File: config.mk
export PLATFORM = sky130hd
export DESIGN_NAME = uart_tx
export DESIGN_NICKNAME = d
export VERILOG_FILES = /design/src/rtl/uart_pkg.sv /design/src/rtl/uart_tx_parity.sv /design/src/rtl/uart_tx.sv
export SDC_FILE = /design/constraint.sdc
export NUM_CORES = 1
export LEC_CHECK = 0
export ABC_AREA = 0
export CORE_MARGIN = 2
export CORE_UTILIZATION = 48
export CTS_BUF_LIST = sky130_fd_sc_hd__clkbuf_16
export DETAILED_ROUTE_END_ITERATION = 12
export PLACE_DENSITY = 0.76
export SETUP_SLACK_MARGIN = 0.2
export SLEW_MARGIN = 20
export SYNTH_ARGS = -nofsm -noshare
export SYNTH_HDL_FRONTEND = slang
export SYNTH_SLANG_ARGS = --single-unit
File: constraint.sdc
create_clock -name clock -period 1.8 [get_ports clock]
set_clock_uncertainty 0.1 [all_clocks]
set_input_delay 0.36 -clock clock [delete_from_list [all_inputs] [get_ports clock]]
set_output_delay 0.36 -clock clock [all_outputs]
set_load 0.01 [all_outputs]
File: src/rtl/uart_pkg.sv
// Shared UART definitions: FSM state encoding and serial line levels, used by both Tx and Rx.
package uart_pkg;

  typedef enum logic [2:0] {
    IDLE   = 3'd0,
    START  = 3'd1,
    DATA   = 3'd2,
    PARITY = 3'd3,
    STOP   = 3'd4
  } uart_state_e;

  localparam logic IDLE_LEVEL  = 1'b1;
  localparam logic START_LEVEL = 1'b0;
  localparam logic STOP_LEVEL  = 1'b1;

  // Bits needed to count 0..range-1, never less than one bit.
  function automatic int cnt_width(input int range);
    return (range > 1) ? $clog2(range) : 1;
  endfunction

endpackage

File: src/rtl/uart_tx_parity.sv
// Combinational parity of the latched Tx word; i_parity_type=1 selects odd parity.
module uart_tx_parity #(
  parameter int DATA_WIDTH = 8
) (
  input  logic [DATA_WIDTH-1:0] i_data,
  input  logic                  i_parity_type,
  output logic                  o_parity
);

  assign o_parity = (^i_data) ^ i_parity_type;

endmodule

File: src/rtl/uart_tx.sv
// UART transmitter: start bit, DATA_WIDTH data bits LSB first, optional parity, one stop bit.
// Define UART_TX_PARITY_EN to add the parity_type port and the parity bit.
module uart_tx
  import uart_pkg::*;
#(
  parameter int DATA_WIDTH   = 8,
  parameter int CLKS_PER_BIT = 16
) (
  input  logic                  clock,
  input  logic                  reset,
  input  logic [DATA_WIDTH-1:0] data_in,
  input  logic                  data_valid,
`ifdef UART_TX_PARITY_EN
  input  logic                  parity_type,
`endif
  output logic                  tx_out,
  output logic                  busy
);

  localparam int CNT_W = cnt_width(CLKS_PER_BIT);
  localparam int IDX_W = cnt_width(DATA_WIDTH);
  localparam logic [CNT_W-1:0] CNT_LAST = CNT_W'(CLKS_PER_BIT - 1);
  localparam logic [IDX_W-1:0] IDX_LAST = IDX_W'(DATA_WIDTH - 1);

  uart_state_e           r_state;
  logic [CNT_W-1:0]      r_cnt;
  logic [IDX_W-1:0]      r_bit_idx;
  logic [DATA_WIDTH-1:0] r_shadow;
  logic                  w_bit_done;
  logic [IDX_W-1:0]      w_next_idx;

  assign w_bit_done = (r_cnt == CNT_LAST);
  assign w_next_idx = r_bit_idx + 1'b1;

`ifdef UART_TX_PARITY_EN
  logic r_parity_type;
  logic w_parity;

  uart_tx_parity #(.DATA_WIDTH(DATA_WIDTH)) u_parity (
    .i_data        (r_shadow),
    .i_parity_type (r_parity_type),
    .o_parity      (w_parity)
  );
`endif

  // Outputs are loaded with the level of the state being entered, so each level lasts CLKS_PER_BIT cycles.
  always_ff @(posedge clock or negedge reset) begin
    if (!reset) begin
      r_state   <= IDLE;
      r_cnt     <= '0;
      r_bit_idx <= '0;
      r_shadow  <= '0;
`ifdef UART_TX_PARITY_EN
      r_parity_type <= 1'b0;
`endif
      tx_out    <= IDLE_LEVEL;
      busy      <= 1'b0;
    end else begin
      case (r_state)
        IDLE: begin
          r_cnt     <= '0;
          r_bit_idx <= '0;
          tx_out    <= IDLE_LEVEL;
          busy      <= 1'b0;
          if (data_valid) begin
            r_shadow <= data_in;
`ifdef UART_TX_PARITY_EN
            r_parity_type <= parity_type;
`endif
            r_state  <= START;
            tx_out   <= START_LEVEL;
            busy     <= 1'b1;
          end
        end
        START: begin
          if (w_bit_done) begin
            r_cnt   <= '0;
            r_state <= DATA;
            tx_out  <= r_shadow[0];
          end else begin
            r_cnt <= r_cnt + 1'b1;
          end
        end
        DATA: begin
          if (w_bit_done) begin
            r_cnt <= '0;
            if (r_bit_idx == IDX_LAST) begin
              r_bit_idx <= '0;
`ifdef UART_TX_PARITY_EN
              r_state   <= PARITY;
              tx_out    <= w_parity;
`else
              r_state   <= STOP;
              tx_out    <= STOP_LEVEL;
`endif
            end else begin
              r_bit_idx <= w_next_idx;
              tx_out    <= r_shadow[w_next_idx];
            end
          end else begin
            r_cnt <= r_cnt + 1'b1;
          end
        end
`ifdef UART_TX_PARITY_EN
        PARITY: begin
          if (w_bit_done) begin
            r_cnt   <= '0;
            r_state <= STOP;
            tx_out  <= STOP_LEVEL;
          end else begin
            r_cnt <= r_cnt + 1'b1;
          end
        end
`endif
        STOP: begin
          if (w_bit_done) begin
            r_cnt   <= '0;
            r_state <= IDLE;
            tx_out  <= IDLE_LEVEL;
            busy    <= 1'b0;
          end else begin
            r_cnt <= r_cnt + 1'b1;
          end
        end
        default: begin
          r_state   <= IDLE;
          r_cnt     <= '0;
          r_bit_idx <= '0;
          tx_out    <= IDLE_LEVEL;
          busy      <= 1'b0;
        end
      endcase
    end
  end

endmodule

==> impl_metrics.tcl <==
set metrics [dict create \
    status "finished, final reports clean" \
    reg2reg_slack_ps 40 \
    required_ps 1880 \
    filler_cell_count 186 \
    place_hpwl_microns 1495 \
    max_clock_freq_mhz 567.0 \
    worst-setup-path-type "flip-flop to flip-flop" \
    cts_sinks 20 \
    wl_microns 2255 \
    final_design_area_no_fill_sq_mm 0.001453 \
    tightest_slew_ps 336.9 \
    crit_path_end_kind "flip-flop" \
    async_flop_share 1.000 \
    via_count 813 \
    grt_usage 0.1940 \
    first_pass_iters 4 \
    ant_nets 0 \
    diodes 0 \
    slew_headroom 0.7746 \
    syn_area_per_cell_sq_um 11.14 \
    synth_ff_type "dfrtp_1" \
    fin_total_pwr_w 0.001966 \
    drt-vias-per-instance 5.568 \
    synth-seq-cells 20 \
    die_h_microns 51.46 \
    path_clk_slew_ps 50 \
    synthToLayoutAreaGrowth_pct 34.37 \
    layout_common_cells "dfrtp_1 (15), nor2_1 (9), mux2_4 (9), clkdlybuf4s50_1 (9), buf_4 (8)" \
    multi_input_area_sq_um 623.1 \
    grt_pass1_vias 841 \
    worstRegToRegCells 6 \
    netlist_area_sq_mm 0.001081 \
    yosysSeqAreaShare 0.4641 \
    period_minus_slack_ps 1764 \
    root_buffer "clkbuf_16" \
    rows 17 \
    yosys_warnings 0 \
    cts_buffer_depth 2 \
    regArea_sq_um 506.7 \
    rsz0062_at_grt "yes" \
    antenna_found_initial 0 \
    synth_fp_nets 111 \
    cp.arrival_ps 1840 \
    route.detailed.drc 0 \
    start_util 0.4983 \
    start_kind "flip-flop" \
    slew_viol_final 0 \
    wire_per_inst_microns 15.45 \
    core-area_sq_mm 0.002170 \
    setup_viol 0 \
    postPlaceCellArea_sq_mm 0.001295 \
    numPortBuffers 12 \
    powerDensity_mw_per_mm2 1353 \
    p_leak_nw 0.6151 \
    drive_gt1_frac 0.3305 \
    hp-class "input port to asynchronous set/reset pin" \
    tritoncts "built" \
    drt_iter0_drc 10 \
    r2r-end "tx_out" \
    holdBufCountCts 0 \
    die_w_microns 51.46 \
    overflow 0 \
    nets 133 \
    maxCapViolCount 0 \
    cp_max_fo 3 \
    grt_pass1_wl_microns 3705 \
    ir_worst_vdd_v 0.0008778 \
    numCtsBuffers 3 \
    ios 13 \
    hold_viol 0 \
    design.die.area_sq_mm 0.002648 \
    fin_crit_sh 0.9798 \
    clock_latency_ps 250 \
    gp_congestion 0.7774 \
    synth_cell_types 39 \
    final_common_cell "dfrtp_1" \
    synth-edff-count 0 \
    r2r-start "r_bit_idx[1]" \
    grt_max_degree 21 \
    synthCells 97 \
    cts-htree-levels 1 \
]
==> cells by family after synthesis <==
family	synth area share
AO/OA/AOI/OAI	0.1146
XOR/XNOR	0.01621
adder cells (fa/ha/maj)	0.03473
buffers and inverters	0.04513
flip-flops	0.4641
multiplexers	0.1331
AND/OR/NAND/NOR	0.1921
==> synthesized netlist by cell type, types with 2 or more instances <==
cell       n  share of area
buf_6      2          0.021
a21oi_1    6          0.028
buf_4      2          0.014
o21ai_0    4          0.019
nand2b_1   2          0.012
nand4b_1   2          0.016
and3_1     2          0.012
nand3_1    2         0.0093
ha_1       3          0.035
mux2i_1    2          0.019
dfrtp_1   19           0.44
mux2_2     9          0.094
inv_1      2         0.0069
nor3b_1    2          0.014
nand2_1    2         0.0069
nor2_1     9          0.031
nor2b_1    5          0.029
==> how the worst max path moves through the flow <==
stage                            start          end  slack, ps
after floorplan           r_bit_idx[0]       tx_out         70
after global placement      data_valid  r_shadow[5]        -70
after detailed placement    data_valid  r_shadow[4]        -60
after CTS                 r_bit_idx[1]       tx_out         30
after global routing      r_bit_idx[1]       tx_out        -40
final                     r_bit_idx[1]       tx_out         40
==> power by group <==
part / switching, W / internal (W)
logic: 0.000289 / 0.000446
clock network: 0.000160 / 0.000296
registers: 0.000147 / 0.000630
total: 0.000595 / 0.00137
==> routing by layer <==
| layer | global-route usage | vias up | share of wire | wire (microns) |
|---|---|---|---|---|
| li1 | - | 389 | - | - |
| met2 | 0.3291 | 18 | 0.50 | 1127 |
| met5 | 0 | - | 0 | 0 |
| met3 | 0.05556 | 7 | 0.037 | 83 |
| met1 | 0.2270 | 399 | 0.44 | 992 |
| met4 | 0.08333 | 0 | 0.023 | 52 |
==> sequential cells by signal, summed over array words and instances (netlist names) <==
name and count:
busy 1, r_bit_idx 3, r_cnt 4, r_shadow 8, r_state 3, tx_out 1
==> per-stage QoR <==
stage / setup TNS (ps) / utilization / hold WS [ps] / cells / worst slack (ps)
after CTS: 0 / 0.6430 / 360.3 / 145 / 25.38
after global routing: -39.25 / 0.6696 / 375.9 / 146 / -39.25
after detailed placement: -452.0 / 0.5969 / 396.2 / 139 / -59.59
after global placement: -554.2 / 0.5969 / 385.7 / 139 / -69.83
final: 0 / 0.6696 / 348.4 / 146 / 36.44
after floorplan: 0 / - / -35.59 / 97 / 73.83
==> worst max-delay path, stage by stage (launching register included) <==
cell,delay (ps)
dfrtp_1,410
ha_4,180
ha_4,290
mux2_4,300
nor3b_2,150
a311oi_1,70
a22o_1,190
==> layout make-up <==
class	instances	area share
multi-input combinational	70	0.4289
sequential	20	0.3488
timing repair buffer	22	0.1387
clock buffer	3	0.05168
tap	28	0.02412
inverter	2	0.005168
clock inverter	1	0.002584
==> what timing repair did <==
item                                    in CTS  in global routing
setup buffers                                2                  1
endpoints found under the setup margin      11                 15
gates resized for setup                      5                 14
pin swaps                                    1                  1
gates cloned                                 0                  0
Note: power is estimated with default switching activity, not from simulation.
